[src/rtl/pbit_output_sampler.sv]
// Output P-bit sampler: burn-in, then periodic sampling of the output P-bits into per-bit ones-counts.
// Optional majority-vote decode enabled by defining PBIT_SAMPLER_MAJORITY_EN.
module pbit_output_sampler_lane #(
    parameter int CNT_W = 16
) (
    input  logic             clk,
    input  logic             rst,
    input  logic             i_clr,
    input  logic             i_smp,
    input  logic             i_bit,
`ifdef PBIT_SAMPLER_MAJORITY_EN
    input  logic             i_upd,
    input  logic [CNT_W-1:0] i_half,
    output logic             o_maj,
`endif
    output logic [CNT_W-1:0] o_cnt
);
    logic [CNT_W-1:0] r_cnt;
    logic [CNT_W-1:0] w_nxt;

    // A start clears in the same edge, so the next value is built from zero.
    assign w_nxt = (i_clr ? '0 : r_cnt) + {{(CNT_W-1){1'b0}}, i_smp & i_bit};
    assign o_cnt = r_cnt;

    always_ff @(posedge clk or posedge rst) begin
        if (rst)
            r_cnt <= '0;
        else if (i_clr || i_smp)
            r_cnt <= w_nxt;
    end

`ifdef PBIT_SAMPLER_MAJORITY_EN
    logic r_maj;
    assign o_maj = r_maj;

    always_ff @(posedge clk or posedge rst) begin
        if (rst)
            r_maj <= 1'b0;
        else if (i_upd)
            r_maj <= (w_nxt > i_half);
        else if (i_clr)
            r_maj <= 1'b0;
    end
`endif
endmodule

module pbit_output_sampler #(
    parameter int N_PBITS = 53,
    parameter int N_OUT   = 8,
    parameter int CNT_W   = 16
) (
    input  logic             clk,
    input  logic             rst,
    input  logic             m         [0:N_PBITS-1],
    input  logic             start,
    input  logic [15:0]      burn_in,
    input  logic [7:0]       interval,
    input  logic [CNT_W-1:0] n_samples,
    output logic             busy,
    output logic [CNT_W-1:0] cnt       [0:N_OUT-1],
    output logic             valid,
    input  logic             ready,
    output logic             majority  [0:N_OUT-1]
);
    typedef enum logic [1:0] {IDLE, BURN, SAMPLE, DONE} state_t;

    state_t           r_state;
    logic [15:0]      r_burn;
    logic [7:0]       r_ival;
    logic [7:0]       r_icnt;
    logic [CNT_W-1:0] r_nsmp;
    logic [CNT_W-1:0] r_scnt;
    logic             r_busy;
    logic             r_valid;

    logic             w_clr;
    logic             w_smp;
    logic             w_last;
    logic [CNT_W-1:0] w_scnt_inc;
    logic             w_unused;

    assign w_clr      = (r_state == IDLE) && start;
    assign w_smp      = (r_state == SAMPLE) && (r_icnt == 8'd0);
    assign w_scnt_inc = r_scnt + 1'b1;
    assign w_last     = w_smp && (w_scnt_inc == r_nsmp);
    assign busy       = r_busy;
    assign valid      = r_valid;

    // Only the top N_OUT P-bits are observed; the rest are intentionally ignored.
    always_comb begin
        w_unused = 1'b0;
        for (int k = 0; k < N_PBITS - N_OUT; k++)
            w_unused = w_unused ^ m[k];
    end

`ifdef PBIT_SAMPLER_MAJORITY_EN
    logic             w_to_done;
    logic [CNT_W-1:0] w_half;
    assign w_to_done = (w_clr && burn_in == 16'd0 && n_samples == '0) ||
                       (r_state == BURN && r_burn == 16'd1 && r_nsmp == '0) ||
                       w_last;
    assign w_half    = (r_state == IDLE) ? (n_samples >> 1) : (r_nsmp >> 1);
`endif

    for (genvar i = 0; i < N_OUT; i++) begin : g_lane
        pbit_output_sampler_lane #(.CNT_W(CNT_W)) u_lane (
            .clk   (clk),
            .rst   (rst),
            .i_clr (w_clr),
            .i_smp (w_smp),
            .i_bit (m[N_PBITS-N_OUT+i]),
`ifdef PBIT_SAMPLER_MAJORITY_EN
            .i_upd (w_to_done),
            .i_half(w_half),
            .o_maj (majority[i]),
`endif
            .o_cnt (cnt[i])
        );
`ifndef PBIT_SAMPLER_MAJORITY_EN
        assign majority[i] = 1'b0;
`endif
    end

    always_ff @(posedge clk or posedge rst) begin
        if (rst) begin
            r_state <= IDLE;
            r_burn  <= '0;
            r_ival  <= '0;
            r_icnt  <= '0;
            r_nsmp  <= '0;
            r_scnt  <= '0;
            r_busy  <= 1'b0;
            r_valid <= 1'b0;
        end else begin
            case (r_state)
                IDLE: if (start) begin
                    r_burn <= burn_in;
                    r_ival <= interval;
                    r_nsmp <= n_samples;
                    r_scnt <= '0;
                    r_icnt <= '0;
                    r_busy <= 1'b1;
                    if (burn_in != 16'd0)
                        r_state <= BURN;
                    else if (n_samples != '0)
                        r_state <= SAMPLE;
                    else begin
                        r_state <= DONE;
                        r_valid <= 1'b1;
                    end
                end
                BURN: begin
                    r_burn <= r_burn - 16'd1;
                    if (r_burn == 16'd1) begin
                        if (r_nsmp != '0)
                            r_state <= SAMPLE;
                        else begin
                            r_state <= DONE;
                            r_valid <= 1'b1;
                        end
                    end
                end
                SAMPLE: begin
                    if (w_smp) begin
                        r_scnt <= w_scnt_inc;
                        r_icnt <= r_ival;
                        if (w_last) begin
                            r_state <= DONE;
                            r_valid <= 1'b1;
                        end
                    end else
                        r_icnt <= r_icnt - 8'd1;
                end
                DONE: if (ready) begin
                    r_state <= IDLE;
                    r_valid <= 1'b0;
                    r_busy  <= 1'b0;
                end
                default: r_state <= IDLE;
            endcase
        end
    end
endmodule

[config.mk]
export PLATFORM = sky130hd
export DESIGN_NAME = pbit_output_sampler
export DESIGN_NICKNAME = d
export VERILOG_FILES = /design/src/rtl/pbit_output_sampler.sv
export SDC_FILE = /design/constraint.sdc
export NUM_CORES = 1
export LEC_CHECK = 0
export CAP_MARGIN = 20
export CORE_ASPECT_RATIO = 1.75
export CORE_MARGIN = 3
export CORE_UTILIZATION = 43
export CTS_BUF_LIST = sky130_fd_sc_hd__clkbuf_8 sky130_fd_sc_hd__clkbuf_16
export DETAILED_ROUTE_END_ITERATION = 12
export PLACE_DENSITY = 0.68
export SETUP_SLACK_MARGIN = 0.5
export SLEW_MARGIN = 5
export SYNTH_ARGS = -nofsm -noshare
export SYNTH_HDL_FRONTEND = slang
export SYNTH_SLANG_ARGS = --single-unit
[constraint.sdc]
create_clock -name clk -period 9.95 [get_ports clk]
set_input_delay 1.99 -clock clk [delete_from_list [all_inputs] [get_ports clk]]
set_output_delay 1.99 -clock clk [all_outputs]
set_load 0.05 [all_outputs]
# Word level (Yosys, flattened, before mapping)
# Cells that the tools add are included.
# op_classes
muxes	36
n_addsub	11
eq_ne	13
bitwise_logic	8
reduce_logical	19
# op_table
op	count
16-bit two-way mux	11
16-bit by 1-bit adder with 16-bit output	8
16-bit case mux with 2 select lines	2
16-bit nonzero test	3
16-bit by 1-bit adder with 16-bit output, second input constant	1
16-bit by 1-bit equality test with 1-bit output, second input constant	1
16-bit equality test	1
8-bit two-way mux	2
8-bit case mux with 2 select lines	1
16-bit by 1-bit subtractor with 16-bit output, second input constant	1
2-bit != test, second input constant	7
2-bit two-way mux	6
1-bit two-way mux	11
1-bit bitwise AND	8
8-bit logical NOT	1
2-bit case mux with 4 select lines	1
8-bit AND reduction	1
8-bit by 1-bit subtractor with 8-bit output, second input constant	1
2-bit AND reduction	3
3-bit AND reduction	2
2-bit nonzero test	3
5-bit AND reduction	1
2-bit equality test, second input constant	2
1-bit case mux with 4 select lines	1
other kinds (6)	8
# word_totals
register_bits	196
output_inout_bits	138
word_cells	103

# Longest topological paths before layout
# Gate-level depths: netlist (run 1).
# logic_depth
ltp_word	6
ltp_mapped	16
mapped_depth_nobuf	13

# By module
# From an unflattened synthesis (run 1), not the netlist that was laid out.
# hier_totals
cells_unflattened	1160
hier_area_um2	11125.7
# by_module_without_submodules
mod	n_inst	cells_per_inst	area_per_inst_um2
pbit_output_sampler_lane	8	85	848.3
pbit_output_sampler	1	480	4339.2

# Least setup slack after synthesis (run 1)
# OpenSTA, ideal clock, no wires.
# synth_path
kind	in2reg
start	in start
end	reg g_lane[0].u_lane.r_cnt[12]
slack_ns	5.233
setup_time_ns	0.132
t_arrival_ns	4.586
stages	13
cell_sequence	nand2_1 clkbuf_1 clkbuf_1 clkbuf_1 and2_1 ha_1 ha_1 nand3_1 or3_1 nor3_1 nand3_1 xor2_1 nor2_1
# synth_via
elab_chain_len	3
word_cells_on_any_way	4
cone_classes	add/sub (1); mux (1); reduce/logical (2)
# synth_rtl
item	line	rtl
start, declared	55	input logic start,
1-bit logical AND *	82	assign w_clr = (r_state == IDLE) && start;
16-bit two-way mux	22	assign w_nxt = (i_clr ? '0 : r_cnt) + {{(CNT_W-1){1'b0}}, i_smp & i_bit};
16-bit by 1-bit adder with 16-bit output	22	
end signal, assigned	29	r_cnt <= w_nxt;
end, declared	18	logic [CNT_W-1:0] r_cnt;
# Mark *: on every way between the ends. The rest lies on a longest branch, timed or not.
# A chain may end at the register's enable or synchronous reset.

# Worst setup path after layout (run 1)
# Ends and elaborated chain as after synthesis.

==> metrics.txt, run 1 <==
crit path capture type flip-flop; Rel. slew slack 0.305; WP data arrival 5.36 ns; slowest CP cell clkdlybuf4s50_1; flops & latches, synth 196; gpl congestion 0.866; Worst path top cell family by delay simple AND/OR/NAND/NOR gates; vias in the first global route 9068; Slew Viols, Final 0; DRC errors left 0; initial antenna violation count 0; hold buffer count at cts 0; ys async rst share 1.00; clock transition at the registers of the reported paths 0.07 ns; Layout area overhead 26.1%; Max Clock Skew 0.00802 ns; top cell type's share of synthesized area 0.467; Min Hold Slack 0.474 ns; via count 9122; Yosys cell types 66; vias per inst 5.46; Final nets 1472; clk_lat worst skew 0.45 ns; Max Cap Viol 0; total chip power 2.71 mW; Period minus WS final 5.05 ns; IO buf count 181; total wire length 28.5 mm; Die Span Y 213 um; Final Instance Count excl. Fillers 1672; Hold Path Class reg -> reg; post-route ant nets 0; Die Span X 124 um; post-route setup slack 4.90 ns; highest fanout seen on the critical path 59; Power per Cell Area 205 nW/um^2; dpl cell area 12600 sq um; Syn. warnings 0; pre-CTS setup slack 4.47 ns; CTS tree built; CORE AREA 24000 sq um; Tightest Pin Transition 1.03 ns; TritonCTS buffer count 17; IO Pins 235; Seq/Total Area, Yosys 0.467; Final HPWL DP 19.9 mm; num rows 75; antenna cells 0; TritonRoute pass-1 iters 5; commonest cells after routing, fill and taps aside 207 x nand2_1, 196 x dfrtp_1, 181 x clkdlybuf4s50_1, 142 x nor2_1, 74 x xor2_1; Finished Core Util 0.551; Syn Area/Cell 8.79 sq um; leak pwr 5.73 nW; die area 26400 sq um; H-tree depth 4; CTS Root Cell clkbuf_16; first-pass GRT wire length 46.5 mm; crit-path max cell delay 0.69 ns; GRT Resource Usage Total 0.223; GRT overflow 0; Fill cells 2264; Critical Path Most Common Cell buf_4; Clock Path Buffers 2; final setup fails 0; commonest non-fill, non-tap cell in the layout nand2_1; share of layout cells above drive strength 1 0.0455; Data required, critical path 10.27 ns; pin count of the biggest net entering global routing 125; largest cells by area after synthesis dfrtp_1 47%, nand2_1 7.4%, xor2_1 6.2%; CP Class in -> reg; final period utilization 0.507; Final TNS setup 0 ns; synthesized cell area 10500 sq um; CP Buf/Inv Count 3; outcome finished, final reports clean; Syn Inst Count 1194; Initial Utilization 0.437; cells along the critical path clkdlybuf4s50_1, nand2_4, buf_4, nand4_1, buf_4, or3_1, nor3_1, nand3_1, xor2_1, nor2_1; Starting DRT DRC Count 530; EDFF count, synth 0; Startpoint Class input pin; clk sinks 196; placed cells 1640; main flop type after synthesis dfrtp_1; Hold Fails Final Rpt 0; Peak supply drop 0.000124 V; routed len/inst 17.1 um; Fmax 198 MHz; Post-CTS Setup Bufs 0; post-route cell area 13200 sq um; Yosys top cell by area dfrtp_1; RSZ-0062 raised after global routing false; # resized after CTS 0
-- cell usage after synthesis (all sizes together) (4+ instances only) --
| cell | number |
|---|---|
| a21oi | 65 |
| and3 | 17 |
| o31ai | 8 |
| a31oi | 4 |
| xnor2 | 38 |
| ha | 24 |
| inv | 21 |
| nand4 | 33 |
| nor3 | 27 |
| xor2 | 74 |
| o21ai | 62 |
| nor2 | 144 |
| or3 | 18 |
| or4 | 5 |
| clkbuf | 46 |
| a311oi | 4 |
| nand3 | 59 |
| and2 | 26 |
| mux2i | 6 |
| nor4 | 24 |
| o22ai | 7 |
| nand2b | 6 |
| buf | 15 |
| dfrtp | 196 |
| nand2 | 209 |
| and4 | 6 |
-- area by class of cell --
type | count | area, sq um | area share
clock buffers | 18 | 439 | 0.0332
clock inverters | 14 | 226 | 0.0171
inverters | 23 | 93.8 | 0.00709
multi-input cells | 921 | 5290 | 0.400
flip-flops and latches | 196 | 4900 | 0.371
well taps | 308 | 385 | 0.0291
repair buffers | 192 | 1890 | 0.143
-- flip-flops by register name (all words and copies together), names as in the netlist --
name / cells
valid: 1
r_burn: 16
r_nsmp: 16
busy: 1
r_ival: 8
r_scnt: 16
r_icnt: 8
g_lane.u_lane.o_cnt: 128
r_state: 2
-- kinds of logic after synthesis --
logic type	share of synthesized area
flops	0.467
simple gates	0.266
buf+inv	0.0334
compound gates	0.101
mux	0.00894
other cells	0.000357
fa+ha+maj	0.0286
xor+xnor	0.0935
-- where the power goes --
part           total [mW]  internal [mW]  switching (mW)
clock network       0.790          0.457           0.334
logic               0.886          0.305           0.582
registers            1.04          0.909           0.128
-- final timing paths --
kind | cells past startpoint | end | slack (ns) | start
min | 2 | r_ival[4] | 0.47 | r_ival[4]
max in group asynchronous | 3 | g_lane[4].u_lane.o_cnt[3] | 6.26 | rst
min reg2reg | 2 | r_ival[4] | 0.47 | r_ival[4]
max reg2reg | 14 | g_lane[0].u_lane.o_cnt[12] | 6.00 | r_icnt[0]
max | 10 | g_lane[0].u_lane.o_cnt[12] | 4.90 | start
min in group asynchronous | 2 | g_lane[0].u_lane.o_cnt[14] | 2.08 | rst
-- metal layers --
metal  GRT usage  wire (um)  vias up
met1       0.259      11400     4464
met4      0.0847        820        0
met2       0.388      14900      208
li1            -          -     4394
met3      0.0607       1450       56
met5           0          0        -
-- tightest hold or removal path, delay by kind of cell (launching register included) --
kind / cells / cell delay (ns)
AND/OR/NAND/NOR: 2 / 0.11
flip-flops: 1 / 0.34
Power figures use the tool's default switching activity.
==> run 2, diff against run 1 <==
- clock period: 9.95 -> 5 ns (I/O delays scaled with it)
==> run 2 against run 1 <==
  * Critical path depth rose by 3
  * Total power increased by 97%
  * Clock-buffer cell count rose by 1
  * Sequential share of layout area fell by 0.12 points
  * Global-route usage rose by 0.082 points
  * Critical endpoint is now g_lane[7].u_lane.o_cnt[14]
  * Largest cell class unchanged
  * Largest power group unchanged
  * Highest routed layer unchanged
==> metrics.txt, run 2 (same netlist as run 1, synthesis figures left out) <==
# resized after CTS 0 (unchanged); Hold Path Class reg -> reg (unchanged); Final Instance Count excl. Fillers 1681 (was 1672); Fmax 257 MHz; die area 26400 sq um (unchanged); IO Pins 235 (unchanged); Slew Viols, Final 0 (unchanged); Clock power frac 0.279 (was 0.291); crit path capture type flip-flop (unchanged); pin count of the biggest net entering global routing 151 (was 125); vias in the first global route 9039 (was 9068); post-route ant nets 0 (unchanged); Final TNS setup 0 ns (unchanged); DRC errors left 0 (unchanged); reg-to-reg endpoint g_lane[7].u_lane.o_cnt[14] (was g_lane[0].u_lane.o_cnt[12]); via count 9155 (was 9122); Data required, critical path 5.38 ns (was 10.27 ns); TritonRoute pass-1 iters 5 (unchanged); initial antenna violation count 0 (unchanged); total internal power 3.30 mW (was 1.67 mW); CTS tree built (unchanged); clock transition at the registers of the reported paths 0.07 ns (about the same); GRT overflow 0 (unchanged); worst-case reg-to-reg path depth 13 (was 14); CTS Root Cell clkbuf_16 (unchanged); Fill cells 2249 (was 2264); Rel. slew slack 0.370 (was 0.305); Startpoint Class flip-flop (was input pin); antenna cells 0 (unchanged); gpl congestion 0.872 (was 0.866); commonest non-fill, non-tap cell in the layout nand2_1 (unchanged); hold buffer count at cts 0 (unchanged); IO buf count 181 (unchanged); crit path to g_lane[7].u_lane.o_cnt[14] (was g_lane[0].u_lane.o_cnt[12]); max reg flops 128 (unchanged); RR Startpoint r_icnt[0] (unchanged); highest fanout seen on the critical path 19 (was 59); leak pwr 5.77 nW (was 5.73 nW); register area 4900 sq um (unchanged); Starting DRT DRC Count 455 (was 530); Hold Fails Final Rpt 0 (unchanged); final period utilization 0.778; Final HPWL DP 20.8 mm (was 19.9 mm); cells along the critical path inv_1, ha_1, or4b_2, nor3_4, buf_4, and2_1, ha_1, ha_1, nand2_1, nor3_1, nand4_1, or3_1, a21oi_1 (was clkdlybuf4s50_1, nand2_4, buf_4, nand4_1, buf_4, or3_1, nor3_1, nand3_1, xor2_1, nor2_1); first-pass GRT wire length 46.4 mm (was 46.5 mm); crit path launch r_icnt[0] (was start); Die Span Y 213 um (unchanged); num rows 75 (unchanged); Power per Cell Area 403 nW/um^2 (was 205 nW/um^2); Period minus WS final 3.89 ns; routed len/inst 17.1 um (about the same); Comb power frac 0.335 (was 0.327); Max Cap Viol 0 (unchanged); TritonCTS buffer count 17 (unchanged); WP data arrival 4.27 ns (was 5.36 ns); final setup fails 0 (unchanged); Die Span X 124 um (unchanged); H-tree depth 4 (unchanged); placed cells 1649 (was 1640); crit-path max cell delay 0.68 ns (was 0.69 ns); Finished Core Util 0.552 (was 0.551); total wire length 28.8 mm (was 28.5 mm); Clock Path Buffers 2 (unchanged); outcome finished, final reports clean (unchanged); commonest cells after routing, fill and taps aside 207 x nand2_1, 196 x dfrtp_1, 181 x clkdlybuf4s50_1, 142 x nor2_1, 74 x xor2_1 (unchanged); slowest CP cell or4b_2 (was clkdlybuf4s50_1); R2R Setup Slk 1.11 ns (was 6.00 ns); CORE AREA 24000 sq um (unchanged); GRT Resource Usage Total 0.224 (was 0.223); Post-CTS Setup Bufs 0 (unchanged); share of layout cells above drive strength 1 0.0517 (was 0.0455); Layout area overhead 26.5% (was 26.1%); vias per inst 5.45 (was 5.46); Peak supply drop 0.000230 V (was 0.000124 V); sw power 2.05 mW (was 1.04 mW); clk sinks 196 (unchanged); CP Class reg -> reg (was in -> reg); Critical Path Most Common Cell ha_1 (was buf_4); register share of total power 0.386 (was 0.382); Initial Utilization 0.437 (unchanged); RSZ-0062 raised after global routing false (unchanged); multi-input logic area 5290 sq um (unchanged); Final nets 1481 (was 1472); Sw Ratio 0.383 (was 0.385); Max Clock Skew 0.0101 ns (was 0.00802 ns); clk_lat worst skew 0.45 ns (about the same); Tightest Pin Transition 0.935 ns (was 1.03 ns)
-- run 2: how the worst min path moves through the flow --
stage                                     end  slack (ns)  cells past startpoint                       from
floorplan                           r_ival[4]        0.44                      2                  r_ival[4]
global placement                    r_ival[7]        0.47                      2                  r_ival[7]
detailed placement                  r_ival[3]        0.47                      2                  r_ival[3]
CTS                 g_lane[3].u_lane.o_cnt[0]        0.48                      2  g_lane[3].u_lane.o_cnt[0]
global route                        r_ival[5]        0.52                      2                  r_ival[5]
finish                              r_ival[3]        0.48                      2                  r_ival[3]
-- run 2: through the flow --
stage | hold WS, ns | cell area [sq um] | power [mW] | setup WS, ns
floorplan | 0.440 | 10500 | 3.33 | 1.27
global placement | 0.466 | 12600 | 3.83 | 0.863
detailed placement | 0.468 | 12600 | 3.88 | 0.836
CTS | 0.485 | 13300 | 5.39 | 1.07
global route | 0.519 | 13300 | 5.70 | 0.766
finish | 0.483 | 13300 | 5.35 | 1.11
-- run 2: critical path: cells and delay by family (launching register included) --
| kind | cells | cell delay [ns] |
|---|---|---|
| AND/OR/NAND/NOR | 7 | 2.23 |
| buffers and inverters | 2 | 0.38 |
| adder cells (fa/ha/maj) | 3 | 0.66 |
| AO/OA/AOI/OAI | 1 | 0.15 |
| flip-flops | 1 | 0.39 |
-- run 2: layout make-up --
cell class | instances | share of cell area
flip-flops and latches | 196 | 0.370
repair buffers | 201 | 0.149
clock buffers | 19 | 0.0341
multi-input cells | 921 | 0.398
inverters | 23 | 0.00679
clock inverters | 13 | 0.0136
well taps | 308 | 0.0290
-- run 2: power by group through the flow --
stage | clock [mW] | sequential (mW) | combinational, mW
floorplan | 0 | 2.07 | 1.26
global placement | 0 | 2.08 | 1.75
detailed placement | 0 | 2.09 | 1.80
CTS | 1.53 | 2.06 | 1.80
global route | 1.59 | 2.10 | 2.01
finish | 1.49 | 2.07 | 1.79
-- run 2: layer usage --
metal	vias up	wire length [um]	track usage
met1	4420	11300	0.259
met3	52	1720	0.0623
met2	256	14900	0.387
met5	-	0	0
met4	0	904	0.0904
li1	4427	-	-
